File: src/rtl/io_bus_pkg.sv
// Shared opcodes, response codes and FSM state type for the register-bus initiator.
package io_bus_pkg;

  localparam logic [7:0] OP_WR   = 8'h57;
  localparam logic [7:0] OP_RD   = 8'h52;
  localparam logic [7:0] OP_BRD  = 8'h72;
  localparam logic [7:0] RSP_ACK = 8'h06;
  localparam logic [7:0] RSP_ERR = 8'hEE;

  typedef enum logic [2:0] {
    ST_IDLE,
    ST_GET_ADDR,
    ST_GET_CNT,
    ST_GET_DATA,
    ST_BUS_WR,
    ST_BUS_RD,
    ST_RD_WAIT,
    ST_RESP
  } state_e;

endpackage

File: src/rtl/io_bus_initiator.sv
// Byte-command to peripheral-register-bus bridge: writes, single reads, burst reads.
// Define IO_BUS_WRITE_ACK_EN to return an ACK byte after every completed write.
module io_bus_initiator
  import io_bus_pkg::*;
#(
  parameter int RD_LAT = 1
) (
  input  logic       clk,
  input  logic       rst_n,
  input  logic [7:0] cmd_data,
  input  logic       cmd_valid,
  output logic       cmd_ready,
  output logic [7:0] rsp_data,
  output logic       rsp_valid,
  input  logic       rsp_ready,
  output logic [7:0] bus_address,
  output logic [7:0] bus_wdata,
  output logic       bus_w_en,
  output logic       bus_r_en,
  input  logic [7:0] bus_rdata,
  output logic       busy,
  output state_e     dbg_state
);

  // Streams: a byte moves on a cycle where valid && ready are both high; the
  // producer holds data/valid stable until then, ready never waits on valid.
  localparam logic [1:0] LAT_INIT = 2'(RD_LAT - 1);

  state_e     state_q, state_d;
  logic [7:0] op_q, op_d;
  logic [7:0] addr_q, addr_d;
  logic [7:0] wdata_q, wdata_d;
  logic [7:0] beats_q, beats_d;
  logic [1:0] lat_q, lat_d;
  logic [7:0] rsp_data_q, rsp_data_d;

  always_ff @(posedge clk) begin
    if (!rst_n) begin
      state_q    <= ST_IDLE;
      op_q       <= 8'h00;
      addr_q     <= 8'h00;
      wdata_q    <= 8'h00;
      beats_q    <= 8'h00;
      lat_q      <= 2'd0;
      rsp_data_q <= 8'h00;
    end else begin
      state_q    <= state_d;
      op_q       <= op_d;
      addr_q     <= addr_d;
      wdata_q    <= wdata_d;
      beats_q    <= beats_d;
      lat_q      <= lat_d;
      rsp_data_q <= rsp_data_d;
    end
  end

  always_comb begin
    state_d    = state_q;
    op_d       = op_q;
    addr_d     = addr_q;
    wdata_d    = wdata_q;
    beats_d    = beats_q;
    lat_d      = lat_q;
    rsp_data_d = rsp_data_q;
    cmd_ready  = 1'b0;
    rsp_valid  = 1'b0;
    bus_w_en   = 1'b0;
    bus_r_en   = 1'b0;

    case (state_q)
      ST_IDLE: begin
        cmd_ready = rst_n;
        if (cmd_valid) begin
          op_d    = cmd_data;
          beats_d = 8'd1;
          if (cmd_data == OP_WR || cmd_data == OP_RD || cmd_data == OP_BRD) begin
            state_d = ST_GET_ADDR;
          end else begin
            rsp_data_d = RSP_ERR;
            state_d    = ST_RESP;
          end
        end
      end
      ST_GET_ADDR: begin
        cmd_ready = rst_n;
        if (cmd_valid) begin
          addr_d = cmd_data;
          case (op_q)
            OP_WR:   state_d = ST_GET_DATA;
            OP_BRD:  state_d = ST_GET_CNT;
            default: state_d = ST_BUS_RD;
          endcase
        end
      end
      ST_GET_CNT: begin
        cmd_ready = rst_n;
        if (cmd_valid) begin
          beats_d = cmd_data;
          state_d = ST_BUS_RD;
        end
      end
      ST_GET_DATA: begin
        cmd_ready = rst_n;
        if (cmd_valid) begin
          wdata_d = cmd_data;
          state_d = ST_BUS_WR;
        end
      end
      ST_BUS_WR: begin
        bus_w_en = 1'b1;
`ifdef IO_BUS_WRITE_ACK_EN
        rsp_data_d = RSP_ACK;
        state_d    = ST_RESP;
`else
        state_d    = ST_IDLE;
`endif
      end
      ST_BUS_RD: begin
        bus_r_en = 1'b1;
        lat_d    = LAT_INIT;
        state_d  = ST_RD_WAIT;
      end
      ST_RD_WAIT: begin
        if (lat_q == 2'd0) begin
          rsp_data_d = bus_rdata;
          state_d    = ST_RESP;
        end else begin
          lat_d = lat_q - 2'd1;
        end
      end
      ST_RESP: begin
        rsp_valid = 1'b1;
        if (rsp_ready) begin
          // A count byte of 0 underflows to 255 here, giving 256 beats in total.
          beats_d = beats_q - 8'd1;
          if (beats_q != 8'd1) begin
            addr_d  = addr_q + 8'd1;
            state_d = ST_BUS_RD;
          end else begin
            state_d = ST_IDLE;
          end
        end
      end
      default: state_d = ST_IDLE;
    endcase
  end

  assign rsp_data    = rsp_data_q;
  assign bus_address = addr_q;
  assign bus_wdata   = wdata_q;
  assign busy        = (state_q != ST_IDLE);
  assign dbg_state   = state_q;

endmodule

File: config.mk
export PLATFORM = sky130hd
export DESIGN_NAME = io_bus_initiator
export DESIGN_NICKNAME = d
export VERILOG_FILES = /design/src/rtl/io_bus_pkg.sv /design/src/rtl/io_bus_initiator.sv
export SDC_FILE = /design/constraint.sdc
export NUM_CORES = 1
export LEC_CHECK = 0
export BUFFER_PORTS_ARGS = -buffer_cell sky130_fd_sc_hd__buf_2
export CORE_MARGIN = 3
export CORE_UTILIZATION = 55
export CTS_BUF_LIST = sky130_fd_sc_hd__clkbuf_8
export CTS_CLUSTER_DIAMETER = 120
export CTS_CLUSTER_SIZE = 30
export DETAILED_ROUTE_END_ITERATION = 8
export PLACE_DENSITY = 0.87
export SKIP_CTS_REPAIR_TIMING = 1
export SLEW_MARGIN = 10
export SYNTH_ARGS = -nofsm -noshare
export SYNTH_HDL_FRONTEND = slang
export SYNTH_SLANG_ARGS = --single-unit
export TNS_END_PERCENT = 1
File: constraint.sdc
create_clock -name clk -period 1.72 [get_ports clk]
set_input_delay 0.086 -clock clk [delete_from_list [all_inputs] [get_ports clk]]
set_output_delay 0.086 -clock clk [all_outputs]
set_load 0.02 [all_outputs]
Word-level counts from Yosys, hierarchy flattened
Index checks and enable logic that the tools add are counted.
- add/sub/neg operators: 3
- multiply operators: 0
- div/mod/pow operators: 0
- $lt $le $gt $ge: 0
- eq/ne operators: 22
- shift operators: 0
- mux-type cells: 27
- bitwise gates (word level): 0
- reductions and logical operators: 17
- operators by type and width (kind ; number):
    8-bit 2-to-1 mux ; 8
    8-bit by 7-bit == test with 1-bit output, second input constant ; 5
    8-bit case mux with 2 select lines ; 2
    3-bit 2-to-1 mux ; 8
    3-bit case mux with 8 select lines ; 1
    8-bit case mux with 3 select lines ; 1
    2-bit != test, second input constant ; 9
    3-bit == test, second input constant ; 4
    4-bit AND reduction ; 3
    8-bit by 1-bit adder with 8-bit output, second input constant ; 1
    8-bit by 1-bit != test with 1-bit output, second input constant ; 1
    8-bit by 1-bit subtractor with 8-bit output, second input constant ; 1
    3-bit by 2-bit == test with 1-bit output, second input constant ; 2
    3-bit case mux with 2 select lines ; 1
    2-bit AND reduction ; 3
    6-bit AND reduction ; 1
    2-bit nonzero test ; 3
    3-bit nonzero test ; 2
    1-bit 2-to-1 mux ; 4
    2-bit case mux with 2 select lines ; 1
    4-bit OR reduction ; 1
    3-bit by 1-bit == test with 1-bit output, second input constant ; 1
    3-bit logical NOT ; 1
    2-bit logical NOT ; 1
    3 further kinds ; 4
- flip-flop bits (word level): 45
- latch bits: 0
- bits in writable memories: 0
- memory bits (read-only): 0
- input port bits: 20
- output and inout bits: 32
- logic and storage cells: 76
- memories kept: 0

Depth between registers and ports, before layout
- word-level depth: 6
- gate-level depth with buffers: 7
- depth with buffers taken out: 6

Least setup slack after synthesis
No wires, ideal clock.
- path kind: reg2reg
- start: reg state_q[1] (netlist: dbg_state[1])
- end: reg rsp_data_q[1] (netlist: rsp_data[1])
- data arrival time: 1.461 ns
- required time: 1.601 ns
- slack: 0.140 ns
- cell stages (with the launch flop): 5
- buffers on the path: 2
- period minus slack after synthesis: 1.580 ns
- cell sequence: dfxtp_1 -> buf_2 -> buf_2 -> nand4b_1 -> o221a_1
- word-level cells in the longest chain between the ends: 3
- RTL lines (item ; RTL line ; text):
    from (decl) ; io_bus_initiator.sv:29 ; state_e state_q, state_d;
    from (signal assigned) ; io_bus_initiator.sv:47 ; state_q <= state_d;
    3-bit == test / 3-bit logical NOT (equally long branches) ; io_bus_initiator.sv:70 ; case (state_q)
    2-bit != test (no line) / 2-bit nonzero test (equally long branches) ; -- ;
    4-bit AND reduction (no line) ; -- ;
    to (signal assigned) ; io_bus_initiator.sv:53 ; rsp_data_q <= rsp_data_d;
    to (decl) ; io_bus_initiator.sv:35 ; logic [7:0] rsp_data_q, rsp_data_d;
Several ways; a longest one is shown, not always the timed one.
A chain may end at the register's enable or synchronous reset.

Worst setup path in the final report
- start: reg state_q[1] (netlist: dbg_state[1])
- end: reg addr_q[7] (netlist: bus_address[7])
- word-level cells in the longest chain between the ends: 3
- RTL lines (item ; RTL line ; text):
    3-bit == test / 3-bit by 1-bit == test with 1-bit output (equally long branches) ; io_bus_initiator.sv:70 ;
    2-bit != test (no line) / 2-bit nonzero test (equally long branches) ; -- ;
    4-bit AND reduction (no line) ; -- ;
    to (signal assigned) ; io_bus_initiator.sv:49 ; addr_q <= addr_d;
    to (decl) ; io_bus_initiator.sv:31 ; logic [7:0] addr_q, addr_d;
Several ways; a longest one is shown, not always the timed one.

==> flow_summary.json <==
{
  "critPathBufInv": 1,
  "dpl_cell_area_mm2": 0.00270,
  "hold_class": "input port to flip-flop",
  "wl_per_cell_um": 15.5,
  "htreeDepth": 2,
  "syn_area_mm2": 0.00232,
  "layout-drive-gt1-share_pct": 27.4,
  "reg2reg_from": "dbg_state[1]",
  "finalHoldViolations": 0,
  "gr-usage-all-layers_pct": 24.2,
  "vias": 2488,
  "yosysSeqAreaShare_pct": 38.8,
  "start_util_pct": 60.3,
  "place.gp.congestion": 0.906,
  "grt_start_max_net_pins": 24,
  "p_leak_uw": 0.00116,
  "tightest_slew_ns": 0.592,
  "synth-edff-count": 0,
  "setup.worst_path.start": "dbg_state[1]",
  "cts_buffers": 5,
  "diodes": 0,
  "critPathMaxFanout": 11,
  "crit_slowest_cell": "dfxtp_1",
  "crit_required_ns": 1.93,
  "io_buffers": 51,
  "worstPathCellList": "nand3_1, buf_4, nor4_1, a21oi_1, o32ai_2",
  "nFillCells": 307,
  "syn_nets": 313,
  "cts_tree": "yes",
  "synth-seq-cells": 45,
  "viasPerCell": 6.24,
  "p_per_area_mw_per_mm2": 885,
  "cts_sinks": 45,
  "ant_nets": 0,
  "skew_ns": 0.00935,
  "async_flop_share_pct": 0,
  "fp.dieW_um": 71.0,
  "post-route-min-period_ns": 1.65,
  "finalCritPeriodShare_pct": 96.1,
  "antenna_found_initial": 0,
  "status": "complete, no violations",
  "crit_path_start_kind": "flip-flop",
  "synth_cell_types": 57,
  "core.rowCount": 22,
  "tns_ns": 0,
  "overflow": 0,
  "area_delta_synth_final_pct": 21.9,
  "maxCapViolCount": 0,
  "drtIter0Drc": 250,
  "rsz0062_at_grt": "true",
  "cts_root_buf": "clkbuf_8",
  "syn_avg_cell_area_um2": 8.04,
  "clk-insertion-delay-late_ns": 0.31,
  "final_area_mm2": 0.00283,
  "critPathTopFamily": "simple AND/OR/NAND/NOR gates",
  "vdd_ir_drop_max_mv": 0.686,
  "worst_slack_ns": 0.0679,
  "finalNetCount": 374,
  "path_class": "flip-flop to flip-flop",
  "netlist_instances": 289,
  "slowest_delay_ns": 0.47,
  "hpwlAfterDp_mm": 4.34,
  "die_h_um": 71.0,
  "firstDrtPassIters": 8,
  "clkTransAtPathRegs_ns": 0.09,
  "cp_data_arrival_time_ns": 1.87,
  "wirelength_mm": 6.17,
  "finalMaxSlewViolations": 0,
  "grt_pass1_wl_mm": 9.88,
  "fmax_ghz": 0.605,
  "worstHoldStart": "bus_rdata[4]",
  "drc": 0,
  "relSlewSlack_pct": 60.3,
  "design.core.area_mm2": 0.00385,
  "setup_viol_count_final": 0,
  "synth_ff_type": "dfxtp_1",
  "grt_pass1_vias": 2239,
  "critPathCaptureType": "flip-flop",
  "preCtsSetupSlack_ns": 0.00489,
  "io_pins": 52,
  "cts_buffer_depth": 2,
  "dieArea_mm2": 0.00504,
  "fin_util_pct": 73.5,
  "ys_warn_count": 0
}
[stage by stage]
| step | total power [uW] | hold WS (ns) | std cells |
|---|---|---|---|
| 3_3_place_gp | 1800 | 0.346 | 390 |
| 2_1_floorplan | 1600 | 0.222 | 289 |
| 5_1_grt | 2620 | 0.0382 | 399 |
| 4_1_cts | 2500 | 0.0148 | 398 |
| 3_5_place_dp | 1820 | 0.346 | 390 |
| 6_report | 2510 | 0.0214 | 399 |
[layout make-up]
| type | count | area (um2) | area share, % |
|---|---|---|---|
| timing repair buffer | 73 | 420 | 14.8 |
| inverter | 8 | 30.0 | 1.06 |
| clock buffer | 5 | 68.8 | 2.43 |
| tap | 48 | 60.1 | 2.12 |
| multi-input combinational | 217 | 1330 | 46.9 |
| sequential | 45 | 901 | 31.8 |
| clock inverter | 3 | 25.0 | 0.883 |
[layout by cell type, fill, tap and decap left out, types with 3 or more instances in the layout]
master / count
clkbuf_8: 5
nor2_1: 17
o21ai_0: 13
o221a_1: 6
buf_2: 51
nand2_1: 55
nand3_1: 4
a21oi_1: 35
nor3_1: 8
nor2b_1: 3
a211oi_1: 3
dfxtp_1: 45
nand4_1: 3
inv_1: 7
and3b_1: 3
o31ai_1: 3
a32o_1: 3
buf_4: 22
ha_1: 4
o21a_1: 4
nor3b_1: 4
[worst reg2reg max path, delay by kind of cell, from the launching register on]
family / cells / cell delay (ns)
AO/OA/AOI/OAI: 2 / 0.38
flip-flops: 1 / 0.47
AND/OR/NAND/NOR: 2 / 0.50
buffers and inverters: 1 / 0.21
[power by group]
group	switching (uW)	leakage [uW]	internal [uW]
Sequential	62.2	0.000367	1110
Combinational	380	0.000744	262
Clock	392	0.0000452	296
[Yosys cell counts (3+ instances only)]
library cell / n / share of area, %
nor2b_1: 3 / 0.81
a21oi_1: 35 / 7.5
a211oi_1: 3 / 0.97
nor3_1: 8 / 1.7
and3b_1: 3 / 1.1
nor3b_1: 5 / 1.6
a32o_1: 3 / 1.3
o221a_1: 6 / 2.9
dfxtp_1: 45 / 39
o31ai_1: 3 / 0.97
nand4_1: 3 / 0.81
o21ai_0: 13 / 2.8
clkbuf_1: 9 / 1.5
nand2_1: 55 / 8.9
o21a_1: 4 / 1.3
ha_1: 4 / 2.2
inv_1: 7 / 1.1
nand3_1: 4 / 0.86
buf_2: 7 / 1.5
nor2_1: 17 / 2.7
[routing by layer]
metal | global-route usage (%) | wire, um
met4 | 10.6 | 123
met1 | 29.8 | 2410
met5 | 0 | 0
met3 | 7.39 | 644
met2 | 38.9 | 2990
[sequential cells by signal, indices dropped and copies added (netlist names)]
register and cells:
dbg_state 3, lat_q 2, beats_q 8, rsp_data 8, bus_address 8, op_q 8
bus_wdata 8
[path summary, 6_finish.rpt]
| kind | to | slack [ns] | cells past startpoint |
|---|---|---|---|
| setup / recovery | bus_address[7] | 0.07 | 5 |
| hold / removal | rsp_data[4] | 0.02 | 3 |
| setup reg to reg | bus_address[7] | 0.07 | 5 |
| hold reg to reg | op_q[1] | 0.46 | 2 |
[kinds of logic (layout without fill, tap and decap cells)]
group,count (synthesis),after routing,share of synthesized area (%)
muxes,1,1,0.431
AOI/OAI and AO/OA,96,96,28.5
adders and majority gates,4,4,2.15
and+or+nand+nor,116,116,24.8
DFF,45,45,38.8
buffers and inverters,27,89,5.38
Note: power is estimated with default switching activity, not from simulation.
